**src/rtl/sprite_instruction_scheduler.sv**
```systemverilog
// Sprite instruction scheduler: buffers custom-instruction writes, retires them in order.
// Optional WRITE_COUNTER_EN adds a 16-bit retired-write counter to the status word.
module sprite_instruction_scheduler #(
  parameter int FIFO_DEPTH = 8,
  parameter int MEM_ADDR_W = 14,
  parameter int COLOR_W    = 9
) (
  input  logic                  clk,
  input  logic                  reset,
  input  logic                  start,
  input  logic [31:0]           dataA,
  input  logic [31:0]           dataB,
  input  logic                  vblank,
  output logic                  done,
  output logic [31:0]           result,
  output logic                  busy,
  output logic                  reg_wr_en,
  output logic                  reg_wr_sel,
  output logic [4:0]            reg_wr_addr,
  output logic [31:0]           reg_wr_data,
  output logic                  mem_wr_en,
  output logic [MEM_ADDR_W-1:0] mem_wr_addr,
  output logic [COLOR_W-1:0]    mem_wr_data
);
  localparam int PW = $clog2(FIFO_DEPTH);
  localparam int CW = PW + 1;
  localparam int AW = MEM_ADDR_W + 4;

  typedef enum logic [1:0] {IDLE, LOAD, EXEC} state_t;

  state_t state_q, state_d;
  logic pend_q, pend_d;
  logic [31:0] pa_q, pa_d, pb_q, pb_d;
  logic [PW-1:0] wr_ptr_q, wr_ptr_d, rd_ptr_q, rd_ptr_d;
  logic [CW-1:0] count_q, count_d;
  logic [1:0] op_q, op_d;
  logic done_q, done_d;
  logic [31:0] result_q, result_d;
  logic reg_en_q, reg_en_d, reg_sel_q, reg_sel_d;
  logic [4:0] reg_addr_q, reg_addr_d;
  logic [31:0] reg_data_q, reg_data_d;
  logic mem_en_q, mem_en_d;
  logic [MEM_ADDR_W-1:0] mem_addr_q, mem_addr_d;
  logic [COLOR_W-1:0] mem_data_q, mem_data_d;
  logic [15:0] wc;

  logic [AW-1:0] fifo_a_q [FIFO_DEPTH];
  logic [31:0]   fifo_b_q [FIFO_DEPTH];
  logic [AW-1:0] head_a;
  logic [31:0]   head_b;

  logic full, empty, is_stat, push, answer, pop;
  logic unused_bits;

  assign full    = (count_q == CW'(FIFO_DEPTH));
  assign empty   = (count_q == '0);
  assign is_stat = (pa_q[1:0] == 2'b11);
  assign push    = pend_q & ~is_stat & ~full;
  assign answer  = pend_q & (is_stat | ~full);
  assign pop     = (state_q == LOAD);
  assign head_a  = fifo_a_q[rd_ptr_q];
  assign head_b  = fifo_b_q[rd_ptr_q];
  assign unused_bits = ^{pa_q[31:AW], pa_q[3:2], head_a[3:2]};

`ifdef WRITE_COUNTER_EN
  logic [15:0] wcnt_q, wcnt_d;
  assign wc = wcnt_q;
  assign wcnt_d = wcnt_q + 16'(reg_en_q | mem_en_q);
  always_ff @(posedge clk) begin
    if (reset) wcnt_q <= '0;
    else       wcnt_q <= wcnt_d;
  end
`else
  assign wc = 16'd0;
`endif

  always_comb begin
    pend_d     = pend_q;
    pa_d       = pa_q;
    pb_d       = pb_q;
    wr_ptr_d   = wr_ptr_q;
    rd_ptr_d   = rd_ptr_q;
    count_d    = count_q + CW'(push) - CW'(pop);
    done_d     = answer;
    result_d   = '0;
    state_d    = state_q;
    op_d       = op_q;
    reg_en_d   = 1'b0;
    mem_en_d   = 1'b0;
    reg_sel_d  = reg_sel_q;
    reg_addr_d = reg_addr_q;
    reg_data_d = reg_data_q;
    mem_addr_d = mem_addr_q;
    mem_data_d = mem_data_q;

    if (!pend_q && start) begin
      pend_d = 1'b1;
      pa_d   = dataA;
      pb_d   = dataB;
    end else if (answer) begin
      pend_d = 1'b0;
    end
    if (pend_q && is_stat)
      result_d = {wc, 8'(count_q), 5'd0, full, empty, state_q != IDLE};
    if (push) wr_ptr_d = wr_ptr_q + 1'b1;
    if (pop)  rd_ptr_d = rd_ptr_q + 1'b1;

    unique case (state_q)
      IDLE: if (!empty) state_d = LOAD;
      LOAD: begin
        op_d       = head_a[1:0];
        reg_sel_d  = head_a[1];
        reg_addr_d = head_a[8:4];
        reg_data_d = head_b;
        mem_addr_d = head_a[AW-1:4];
        mem_data_d = head_b[COLOR_W-1:0];
        state_d    = EXEC;
      end
      EXEC: begin
        // Register writes hold the head until vblank so the bank never tears.
        if (op_q == 2'b01) begin
          mem_en_d = 1'b1;
          state_d  = IDLE;
        end else if (vblank) begin
          reg_en_d = 1'b1;
          state_d  = IDLE;
        end
      end
      default: state_d = IDLE;
    endcase
  end

  always_ff @(posedge clk) begin
    if (push) begin
      fifo_a_q[wr_ptr_q] <= pa_q[AW-1:0];
      fifo_b_q[wr_ptr_q] <= pb_q;
    end
  end

  always_ff @(posedge clk) begin
    if (reset) begin
      state_q    <= IDLE;
      pend_q     <= 1'b0;
      pa_q       <= '0;
      pb_q       <= '0;
      wr_ptr_q   <= '0;
      rd_ptr_q   <= '0;
      count_q    <= '0;
      op_q       <= '0;
      done_q     <= 1'b0;
      result_q   <= '0;
      reg_en_q   <= 1'b0;
      reg_sel_q  <= 1'b0;
      reg_addr_q <= '0;
      reg_data_q <= '0;
      mem_en_q   <= 1'b0;
      mem_addr_q <= '0;
      mem_data_q <= '0;
    end else begin
      state_q    <= state_d;
      pend_q     <= pend_d;
      pa_q       <= pa_d;
      pb_q       <= pb_d;
      wr_ptr_q   <= wr_ptr_d;
      rd_ptr_q   <= rd_ptr_d;
      count_q    <= count_d;
      op_q       <= op_d;
      done_q     <= done_d;
      result_q   <= result_d;
      reg_en_q   <= reg_en_d;
      reg_sel_q  <= reg_sel_d;
      reg_addr_q <= reg_addr_d;
      reg_data_q <= reg_data_d;
      mem_en_q   <= mem_en_d;
      mem_addr_q <= mem_addr_d;
      mem_data_q <= mem_data_d;
    end
  end

  assign done        = done_q;
  assign result      = result_q;
  assign busy        = pend_q | ~empty | (state_q != IDLE);
  assign reg_wr_en   = reg_en_q;
  assign reg_wr_sel  = reg_sel_q;
  assign reg_wr_addr = reg_addr_q;
  assign reg_wr_data = reg_data_q;
  assign mem_wr_en   = mem_en_q;
  assign mem_wr_addr = mem_addr_q;
  assign mem_wr_data = mem_data_q;
endmodule
```
**config.mk**
```make
export PLATFORM = sky130hd
export DESIGN_NAME = sprite_instruction_scheduler
export DESIGN_NICKNAME = d
export VERILOG_FILES = /design/src/rtl/sprite_instruction_scheduler.sv
export SDC_FILE = /design/constraint.sdc
export NUM_CORES = 1
export LEC_CHECK = 0
export CELL_PAD_IN_SITES_DETAIL_PLACEMENT = 1
export CELL_PAD_IN_SITES_GLOBAL_PLACEMENT = 2
export CORE_AREA = 3 3 220 222
export DETAILED_ROUTE_END_ITERATION = 10
export DIE_AREA = 0 0 223 225
export GPL_ROUTABILITY_DRIVEN = 0
export PLACE_DENSITY = 0.77
export SYNTH_ARGS = -nofsm -noshare
export SYNTH_HDL_FRONTEND = slang
export SYNTH_SLANG_ARGS = --single-unit
```
**constraint.sdc**
```tcl
create_clock -name clk -period 8.7 [get_ports clk]
set_input_delay 1.305 -clock clk [delete_from_list [all_inputs] [get_ports clk]]
set_output_delay 1.305 -clock clk [all_outputs]
set_load 0.02 [all_outputs]
```
Word-level counts from Yosys, hierarchy flattened
Memory sizes are Yosys's and may differ from the RTL's. A register that Yosys moved wholly into a read port is not among the register bits.
Cells that the tools add are included.
- multiplexer cells: 14
- bitwise operators: 11
- equal/unequal tests: 7
- add/sub/neg operators: 4
- reduce and logical (&&, ||, !) cells: 11
- operators with widths (cell ; count):
    3-bit two-way mux ; 4
    3-bit by 1-bit adder with 3-bit output (second input constant) ; 2
    1-bit two-way mux ; 6
    2-bit two-way mux ; 3
    2-bit one-hot mux with 3 select lines ; 1
    1-bit inverter ; 5
    4-bit by 1-bit adder with 4-bit output ; 1
    2-bit by 1-bit == test with 1-bit output (second input constant) ; 2
    2-bit == test (second input constant) ; 2
    4-bit == test (second input constant) ; 1
    4-bit logical NOT ; 1
    2-bit nonzero test ; 2
    2-bit OR reduction ; 2
    4-bit by 1-bit subtractor with 4-bit output ; 1
    1-bit AND ; 3
    3-bit != test (second input constant) ; 1
    1-bit OR ; 3
    3-bit OR reduction ; 1
    1-bit logical AND ; 2
    2-bit logical NOT ; 1
    2-bit != test (second input constant) ; 1
    2-bit AND reduction ; 1
    1-bit logical NOT ; 1
- memory bits (writable): 400
- memories kept: 2
- flip-flop bits (word level): 161
- logic and storage cells: 67
- input bits: 68
- output and inout port bits: 97
- memory list (name ; depth ; bits a word ; rd ports ; clocked after memory_dff ; write ports ; line ; RTL):
    fifo_b_q ; 8 ; 32 ; 1 ; 1 ; 1 ; 48 ; logic [31:0] fifo_b_q [FIFO_DEPTH];
    fifo_a_q ; 8 ; 18 ; 1 ; 1 ; 1 ; 47 ; logic [AW-1:0] fifo_a_q [FIFO_DEPTH];

Longest topological paths before layout
- depth in word-level cells: 6
- mapped depth: 11
- gate-level depth less buffers: 11

Least setup slack after synthesis
OpenSTA, ideal clock, no wires.
- path kind: register to register
- start point: register count_q[2]
- end point: memory fifo_a_q[2][0] (netlist name) (enable)
- arrival time: 5.956 ns
- stages on the path, launching flop included: 6
- data required time: 8.110 ns
- period minus slack after synthesis: 6.546 ns
- buffers on the path: 0
- setup slack: 2.154 ns
- library setup time: 0.590 ns
- cell sequence: dfxtp_1 inv_1 ha_1 or3b_1 nand3_2 nor4b_1
- longest elaborated chain between the ends: 5
- RTL lines (element ; line ; RTL):
    start: declaration ; 35 ; logic [CW-1:0] count_q, count_d;
    start signal: assignment ; 166 ; count_q <= count_d;
    4-bit == test ; 55 ; assign full = (count_q == CW'(FIFO_DEPTH));
    1-bit inverter ; 58 ; assign push = pend_q & ~is_stat & ~full;
    1-bit AND ; 58 ;
    1-bit two-way mux ; 134 ; if (push) begin
    1-bit two-way mux (implied by the code) ; 135 ; fifo_a_q[wr_ptr_q] <= pa_q[AW-1:0];
    end: declaration ; 47 ;
No other way between the ends.

Worst setup path after layout
- start point: register count_q[2]
- end point: output port busy
- longest elaborated chain between the ends: 4
- RTL lines (element ; line ; RTL):
    4-bit logical NOT ; 56 ; assign empty = (count_q == '0);
    1-bit inverter ; 182 ; assign busy = pend_q | ~empty | (state_q != IDLE);
    1-bit OR (2 in series) ; 182 ;
    end: declaration ; 16 ; output logic busy,
No other way between the ends.

==> run summary <==
Critical-path top delay cell = clkdlybuf4s50_1
Pleak = 7.48 nW
Area Overhead vs Synth = 16.6%
worst-margin pin slew = 1.14 ns
Crit Path Category = reg -> out
RSZ-0062 raised after global routing = no
die footprint = 50200 um2
hold endpoint = result[11]
antenna viol nets, final = 0
# resized after CTS = 0
Post-Syn Area = 19500 um2
RR Endpoint = reg_wr_data[10]
EDFF count, synth = 384
clock slew seen by the registers of the worst setup and hold paths = 0.06 ns
global route overflow = 0
Commonest cells post-synth = edfxtp_1, mux2i_1, dfxtp_1
number of global-route vias before repair = 11384
CP cell instances = inv_1 -> ha_1 -> nand2_1 -> or4_1 -> clkdlybuf4s50_1
Comb power frac = 20.4%
Top FF cell, synth = edfxtp_1
share of power burned in registers = 44.6%
Initial Util = 42.0%
area leader, netlist = edfxtp_1
post-synthesis sequential area ratio = 71.5%
I/O Buffers = 123
hold path cells = 2
status = finished clean
Tcrit/Tclk final = 40.9%
Final min period = 3.56 ns
max cap viols = 0
PwrDens = 287 nW/um2
Max Clock Skew = 0.0210 ns
First-pass DRT Iterations = 5
Crit. End Element = primary output
Arrival @ worst endpoint = 2.25 ns
Slew Limit Fails = 0
unique cell type count in the Yosys netlist = 42
Total Wirelength = 44500 um
DR DRC count = 0
CP top delay family = buffers and inverters
Switch Pwr = 1.83 mW
CTS tree = yes
Setup Fix Bufs, Post-CTS = 0
post-DP HPWL = 23900 um
pre-CTS setup slack = 5.17 ns
initial antenna violation count = 0
CTS Hold Bufs = 0
via count = 10708
Clk Latency, worst-skew pair = 0.60 ns
PnR worst setup slack = 5.14 ns
Synth area leaders = edfxtp_1, dfxtp_1, mux2i_1
Async SR Flop Fraction = 0%
Hold Fails Final Rpt = 0
Routed WL per cell = 21.8 um
row count = 79
# setup viols final = 0
worst hold path type = reg -> reg
Via density = 5.24
Antenna Cells = 0
Core Region = 46600 um2
crit path max fanout = 4
Die X = 223 um
slew margin rel. = 24.2%
initial DRC count = 641
Clock Tree Root = clkbuf_16
top cell type's share of synthesized area = 59.0%
Hold Crit Start = count_q[3]
total CTS buffers = 53
Clock Path Buffers = 3
largest net degree at the start of global routing = 67
most frequent cell after synthesis = edfxtp_1
synthesized area per cell = 15.2 um2
FF-to-FF path depth = 6
register-to-register setup slack = 5.17 ns
layout cells sized above 1 = 11.8%
worst vdd ir = 156 uV
clock power share = 35.0%
slowest stage delay, CP = 0.57 ns
fmax = 0.281 GHz
H-tree Lvls = 2
internal power = 4.72 mW
die height = 225 um
GR Util All Layers = 17.6%
Synth Register Bits = 506
Startpoint Class = flop
Switching Share = 27.9%
setup_tns = 0 ns
Synth Instances = 1284
global-route wire length before repair = 67900 um
buffers plus inverters on the worst setup path = 2
WP data required = 7.39 ns
synth warn = 0
CTS sink count = 506
fin nets = 1470
I/O pin count = 165
==> layer usage <==
layer | track usage, % | wire, um | vias up
met5 | 0 | 0 | -
met4 | 4.51 | 798 | 0
met3 | 2.88 | 1930 | 61
met2 | 30.0 | 22000 | 212
met1 | 23.5 | 19800 | 5484
li1 | - | - | 4951
==> sequential cells by signal (all words and copies together) (netlist names), named ones only <==
name / count
fifo_b_q: 256
fifo_a_q: 128
pb_q: 32
reg_wr_data: 32
pa_q: 16
mem_wr_addr: 10
result: 7
count_q: 4
reg_wr_addr: 4
rd_ptr_q: 3
wr_ptr_q: 3
op_q: 2
state_q: 2
done: 1
mem_wr_en: 1
pend_q: 1
reg_wr_en: 1
==> power groups by stage <==
stage               Sequential (mW)  Combinational, mW  Clock, mW
floorplan                      3.04              0.872          0
global placement               2.97               1.33          0
detailed placement             2.98               1.35          0
CTS                            2.93               1.37       2.34
global route                   2.95               1.46       2.45
finish                         2.92               1.34       2.29
==> how the worst max path moves through the flow <==
stage,cells after the start,end,slack (ns),start
after floorplan,5,fifo_a_q[2][0],2.15,count_q[2]
after global placement,6,reg_wr_data[21],5.22,flop
after detailed placement,6,reg_wr_data[21],5.17,flop
after CTS,5,busy,5.07,count_q[2]
after global routing,6,reg_wr_data[10],4.90,flop
final,5,busy,5.14,count_q[2]
==> logic make-up (layout without fill, tap and decap cells) <==
family                   count (synthesis)  count (layout)  share of synthesized area [%]
other                                    1              25                         0.0192
buffers and inverters                  125             254                           4.67
flip-flops                             506             506                           71.5
AO/OA/AOI/OAI                          201             201                           6.42
AND/OR/NAND/NOR                        243             243                           6.61
multiplexers                           193             193                           9.89
adder cells (fa/ha/maj)                  9               9                          0.615
XOR/XNOR                                 6               6                          0.269
==> per-stage QoR <==
step / power, mW / hold WS (ns) / util, % / area (um2) / std cells
floorplan: 3.91 / 0.436 / - / 19600 / 1308
global route: 6.86 / 0.498 / 48.9 / 22800 / 2044
global placement: 4.30 / 0.461 / 45.1 / 21000 / 1945
detailed placement: 4.33 / 0.459 / 45.1 / 21000 / 1945
finish: 6.55 / 0.468 / 48.9 / 22800 / 2044
CTS: 6.63 / 0.471 / 48.9 / 22800 / 2044
==> area by class of cell <==
type	instances	area, um2
Fill cell	4524	23800
Sequential cell	506	14000
Multi-Input combinational cell	677	4820
Clock buffer	68	1460
Timing Repair Buffer	147	1410
Tap cell	607	759
Clock inverter	31	332
Inverter	8	30.0
==> worst register-to-register path, stage by stage, from the launching register on <==
cell and delay, ns:
dfxtp_4 0.80, buf_4 0.71, buf_4 1.00, mux2i_1 0.33, a22oi_1 0.11, a21oi_1 0.37
nor3_2 0.06
==> layout by cell type (no fill, tap or decap), types with 7 or more instances in the layout <==
| master | synthesis | final |
|---|---|---|
| clkbuf_1 | 22 | 10 |
| clkinv_1 | 0 | 10 |
| nor2_1 | 66 | 64 |
| nor3_2 | 47 | 49 |
| buf_4 | 43 | 25 |
| inv_1 | 7 | 7 |
| clkdlybuf4s50_1 | 0 | 122 |
| clkinv_2 | 0 | 10 |
| dfxtp_1 | 122 | 121 |
| mux2i_1 | 193 | 193 |
| bufinv_16 | 0 | 7 |
| clkbuf_16 | 0 | 55 |
| a21oi_1 | 100 | 100 |
| a22oi_1 | 96 | 96 |
| edfxtp_1 | 384 | 384 |
| ha_1 | 8 | 8 |
| conb_1 | 1 | 25 |
| nand2_1 | 102 | 102 |
No activity file was read; power rests on OpenSTA's default activity.
==> RTL edit 1 (same flow settings) <==
Register the inputs `start`, `dataA`, `dataB` and `vblank` before use, with the module's reset. The logic sees them one clock later.
--- a/src/rtl/sprite_instruction_scheduler.sv
+++ b/src/rtl/sprite_instruction_scheduler.sv
@@ -28,6 +28,25 @@
 
   typedef enum logic [1:0] {IDLE, LOAD, EXEC} state_t;
 
+  logic start_q;
+  logic [31:0] dataA_q;
+  logic [31:0] dataB_q;
+  logic vblank_q;
+
+  always_ff @(posedge clk) begin
+    if (reset) begin
+      start_q  <= '0;
+      dataA_q  <= '0;
+      dataB_q  <= '0;
+      vblank_q <= '0;
+    end else begin
+      start_q  <= start;
+      dataA_q  <= dataA;
+      dataB_q  <= dataB;
+      vblank_q <= vblank;
+    end
+  end
+
   state_t state_q, state_d;
   logic pend_q, pend_d;
   logic [31:0] pa_q, pa_d, pb_q, pb_d;
@@ -93,10 +112,10 @@
     mem_addr_d = mem_addr_q;
     mem_data_d = mem_data_q;
 
-    if (!pend_q && start) begin
+    if (!pend_q && start_q) begin
       pend_d = 1'b1;
-      pa_d   = dataA;
-      pb_d   = dataB;
+      pa_d   = dataA_q;
+      pb_d   = dataB_q;
     end else if (answer) begin
       pend_d = 1'b0;
     end
@@ -121,7 +140,7 @@
         if (op_q == 2'b01) begin
           mem_en_d = 1'b1;
           state_d  = IDLE;
-        end else if (vblank) begin
+        end else if (vblank_q) begin
           reg_en_d = 1'b1;
           state_d  = IDLE;
         end
Check against the original RTL: not equivalent (Yosys sat finds a counterexample within 4 cycles, from zero or initial values and one cycle with reset high).
==> RTL edit 1 against the unedited design <==
- fmax down 0.16%
- sequential cell count rose by 50
- total power is 3.7% higher
- area after synthesis is 6.8% higher
- final area increased by 5.7%
- synthesized cell count increased by 8.4%
- global-route usage increased by 0.76 points
- routed wire length up 4.8%
- first-iteration DRC count rose by 24%
- core utilization rose by 2.8 points
- setup slack got worse by 0.0055 ns
==> RTL edit 1: results (changes against the unedited design) <==
metric	value	unit	change
status	completed		unchanged
pre_cts_slack	5.44	ns	was 5.17 ns
layout.nets	1575		was 1470
max_freq	0.281	GHz	about the same
clkTransAtPathRegs	0.06	ns	about the same
worst_r2r_path_depth	5		was 6
grtUsageTotal	18.3	%	was 17.6%
grt_pass1_vias	11800		was 11.4k
grt_pass1_wl	70500	um	was 67900 um
dpl-instance-area	22300	sq um	was 21000 sq um
grt_max_degree	95		was 67
drive_above_1_share	11.3	%	was 11.8%
r2r_slack	5.48	ns	was 5.17 ns
yosysUniqueCellTypes	40		was 42
ys_top_cells_by_count	edfxtp_1 (384), mux2i_1 (193), dfxtp_1 (172)		was edfxtp_1 (384), mux2i_1 (193), dfxtp_1 (122)
hpwlAfterDp	24700	um	was 23900 um
ys_seq_area_share	71.7	%	was 71.5%
synth_cells	1392		was 1284
yosys-top-cells-area	edfxtp_1 (55%), dfxtp_1 (16%), mux2i_1 (9.3%), a22oi_1 (3.5%), a21oi_1 (2.4%)		was edfxtp_1 (59%), dfxtp_1 (12%), mux2i_1 (9.9%), a22oi_1 (3.7%), a21oi_1 (2.6%)
vias	11500		was 10.7k
cts_buffers	56		was 53
wl_per_cell	21.7	um	was 21.8 um
p_leak	7.92	nW	was 7.48 nW
worst_pin_slew	1.22	ns	was 1.14 ns
drt-vias-per-instance	5.32		was 5.24
fin_skew	0.0211	ns	was 0.0210 ns
fill_cells	4513		was 4524
ir_drop	0.139	mV	was 0.156 mV
drt_iter0_markers	792		was 641
reg2reg_to	reg_wr_data[12]		was reg_wr_data[10]
RTL edit 1: layout make-up:
type	instances	area (sq um)	share of cell area, %
inverters	7	27.5	0.114
clock buffers	73	1520	6.29
clock inverters	33	241	1.00
well taps	607	759	3.15
flip-flops and latches	556	15000	62.2
multi-input cells	730	5160	21.4
repair buffers	147	1410	5.86
RTL edit 1: cells by family after synthesis:
group	after synthesis	share of synthesized area (%)
multiplexers	193	9.25
AO/OA/AOI/OAI	199	5.95
AND/OR/NAND/NOR	298	7.80
buffers and inverters	130	4.41
adder cells (fa/ha/maj)	9	0.575
other	1	0.0180
flip-flops	556	71.7
XOR/XNOR	6	0.252
RTL edit 1: worst min-delay path by stage:
stage	start	end	slack, ns	cells after the start
2_1_floorplan	vblank_q	reg_wr_en	0.41	2
3_3_place_gp	dataB_q[31]	pb_q[31]	0.43	2
3_5_place_dp	dataA_q[13]	pa_q[13]	0.43	2
4_1_cts	dataA_q[14]	pa_q[14]	0.44	2
5_1_grt	dataA_q[17]	pa_q[17]	0.45	2
6_report	dataA_q[14]	pa_q[14]	0.43	2
RTL edit 1: routing by layer:
metal / up-vias / GRT usage [%] / wire length (um)
met1: 5875 / 24.6 / 20700
met5: - / 0 / 0
li1: 5265 / - / -
met4: 0 / 3.81 / 690
met3: 64 / 3.33 / 2370
met2: 258 / 31.5 / 22900
RTL edit 1: report_power, final:
part	total (mW)	leakage (nW)	internal (mW)	switching, mW
Sequential	3.13	4.97	2.96	0.168
Combinational	1.37	2.09	0.626	0.741
Clock	2.30	0.863	1.31	0.982
Total	6.79	7.92	4.90	1.89
RTL edit 1: critical path, stage by stage (launching register included):
cell,delay (ns)
dfxtp_1,0.30
inv_1,0.11
ha_1,0.21
nand2_1,0.07
or4_1,0.41
clkdlybuf4s50_1,0.56
==> RTL edit 2 (same settings) <==
Without the edit above. Build with the macro `WRITE_COUNTER_EN` defined.
--- a/src/rtl/sprite_instruction_scheduler.sv
+++ b/src/rtl/sprite_instruction_scheduler.sv
@@ -1,5 +1,7 @@
 // Sprite instruction scheduler: buffers custom-instruction writes, retires them in order.
 // Optional WRITE_COUNTER_EN adds a 16-bit retired-write counter to the status word.
+`define WRITE_COUNTER_EN
+
 module sprite_instruction_scheduler #(
   parameter int FIFO_DEPTH = 8,
   parameter int MEM_ADDR_W = 14,
Check against the original RTL: not equivalent (a bounded check fails within 10 cycles, from zero or initial values and one cycle with reset high).
==> RTL edit 2 against the unedited design <==
- global-route usage rose by 1.5 points
- setup slack improved by 0.023 ns
- total power rose by 1.1%
- critical path depth did not move
- area after synthesis rose by 4.4%
- sequential cell count rose by 32
- core utilization rose by 2.8 points
- via count rose by 7.7%
- combinational power fell by 13%
- routed wire length rose by 8.2%
- final area rose by 5.6%
- sequential share of layout area fell by 0.60 points
- non-clock buffer count rose by 16
- largest cell class unchanged
- highest routed layer unchanged
==> RTL edit 2: results (changes against the unedited design) <==
metric	value	unit	change
status	completed		unchanged
grt_pass1_wl	73000	um	was 67900 um
worst_pin_slew	1.06	ns	was 1.14 ns
wl_met3	2530	um	was 1930 um
top_layer	met4		unchanged
clkLatencyLatePin	0.60	ns	about the same
clk_share	7.73	%	was 7.84%
cpMaxStageDelayCell	clkdlybuf4s50_1		unchanged
use_met1	25.3	%	was 23.5%
grt_max_degree	80		was 67
regArea	14600	sq um	was 14000 sq um
clkTransAtPathRegs	0.06	ns	about the same
nClkBuffers	75		was 68
signal_buffers	163		was 147
vias	11500		was 10.7k
ys_seq_area_share	71.7	%	was 71.5%
die_x	223	um	unchanged
setup_viol	0		unchanged
fin_skew	0.0102	ns	was 0.0210 ns
pre_cts_slack	5.38	ns	was 5.17 ns
drt-met1-wl	20900	um	was 19800 um
drtPass1Iterations	5		unchanged
async_flop_share	0	%	unchanged
nonClkBufAreaFrac	6.54	%	was 6.18%
hpwlAfterDp	25300	um	was 23900 um
antenna_found_initial	0		unchanged
cts.sinks	538		was 506
layout.nets	1583		was 1470
fill_cells	4502		was 4524
grtUsageMet2	32.3	%	was 30.0%
synth_edf_count	384		unchanged
drt_iter0_markers	705		was 641
io_buffer_count	139		was 123
top_regs	fifo_b_q (256), fifo_a_q (128)		unchanged
cts_resized	0		unchanged
cts_buffers	56		was 53
yosys-top-cells-area	edfxtp_1 (57%), dfxtp_1 (15%), mux2i_1 (9.5%), a22oi_1 (3.5%), a21oi_1 (2.5%)		was edfxtp_1 (59%), dfxtp_1 (12%), mux2i_1 (9.9%), a22oi_1 (3.7%), a21oi_1 (2.6%)
ys_top_cells_by_count	edfxtp_1 (384), mux2i_1 (193), dfxtp_1 (154)		was edfxtp_1 (384), mux2i_1 (193), dfxtp_1 (122)
p_switching	1.80	mW	was 1.83 mW
multi_input_area_share	21.7	%	was 21.2%
p_leak	7.67	nW	was 7.48 nW
worst_hold_path_type	flop to flop		unchanged
dpl-instance-area	22200	sq um	was 21000 sq um
cp.arrival	2.23	ns	was 2.25 ns
drive_above_1_share	11.0	%	was 11.8%
multi_input_area	5210	sq um	was 4820 sq um
syn_avg_cell_area	14.8	sq um	was 15.2 sq um
grtUsageTotal	19.1	%	was 17.6%
dp_cells	2053		was 1945
htreeDepth	2		unchanged
wl_per_cell	22.3	um	was 21.8 um
ir_drop	0.195	mV	was 0.156 mV
inverters_excl_clock	11		was 8
comb.multi_input.count	734		was 677
grtUsageMet3	3.58	%	was 2.88%
yosysUniqueCellTypes	45		was 42
drt_wl_total	48100	um	was 44500 um
wl_met2	23700	um	was 22000 um
diodes	0		unchanged
RTL edit 2: path summary, 6_finish.rpt:
check                   from         endpoint  slack (ns)  cells past startpoint
setup / recovery  count_q[2]             busy        5.16                      5
hold / removal    count_q[3]       result[11]        0.48                      2
setup reg to reg        flop  reg_wr_data[27]        5.44                      6
hold reg to reg   count_q[3]       result[11]        0.48                      2
RTL edit 2: logic make-up after synthesis:
kind of cell | Yosys count | share of synthesized area (%)
flip-flops | 538 | 71.7
AND/OR/NAND/NOR | 297 | 7.72
AO/OA/AOI/OAI | 206 | 6.29
multiplexers | 195 | 9.58
buffers and inverters | 116 | 3.34
XOR/XNOR | 16 | 0.687
adder cells (fa/ha/maj) | 11 | 0.712
other | 1 | 0.0184
RTL edit 2: power groups by stage:
stage	registers, mW	clock network, mW	logic [mW]
after global routing	3.08	2.58	1.26
after floorplan	3.19	0	0.603
after global placement	3.10	0	1.16
after CTS	3.06	2.47	1.19
final	3.05	2.40	1.16
after detailed placement	3.11	0	1.18
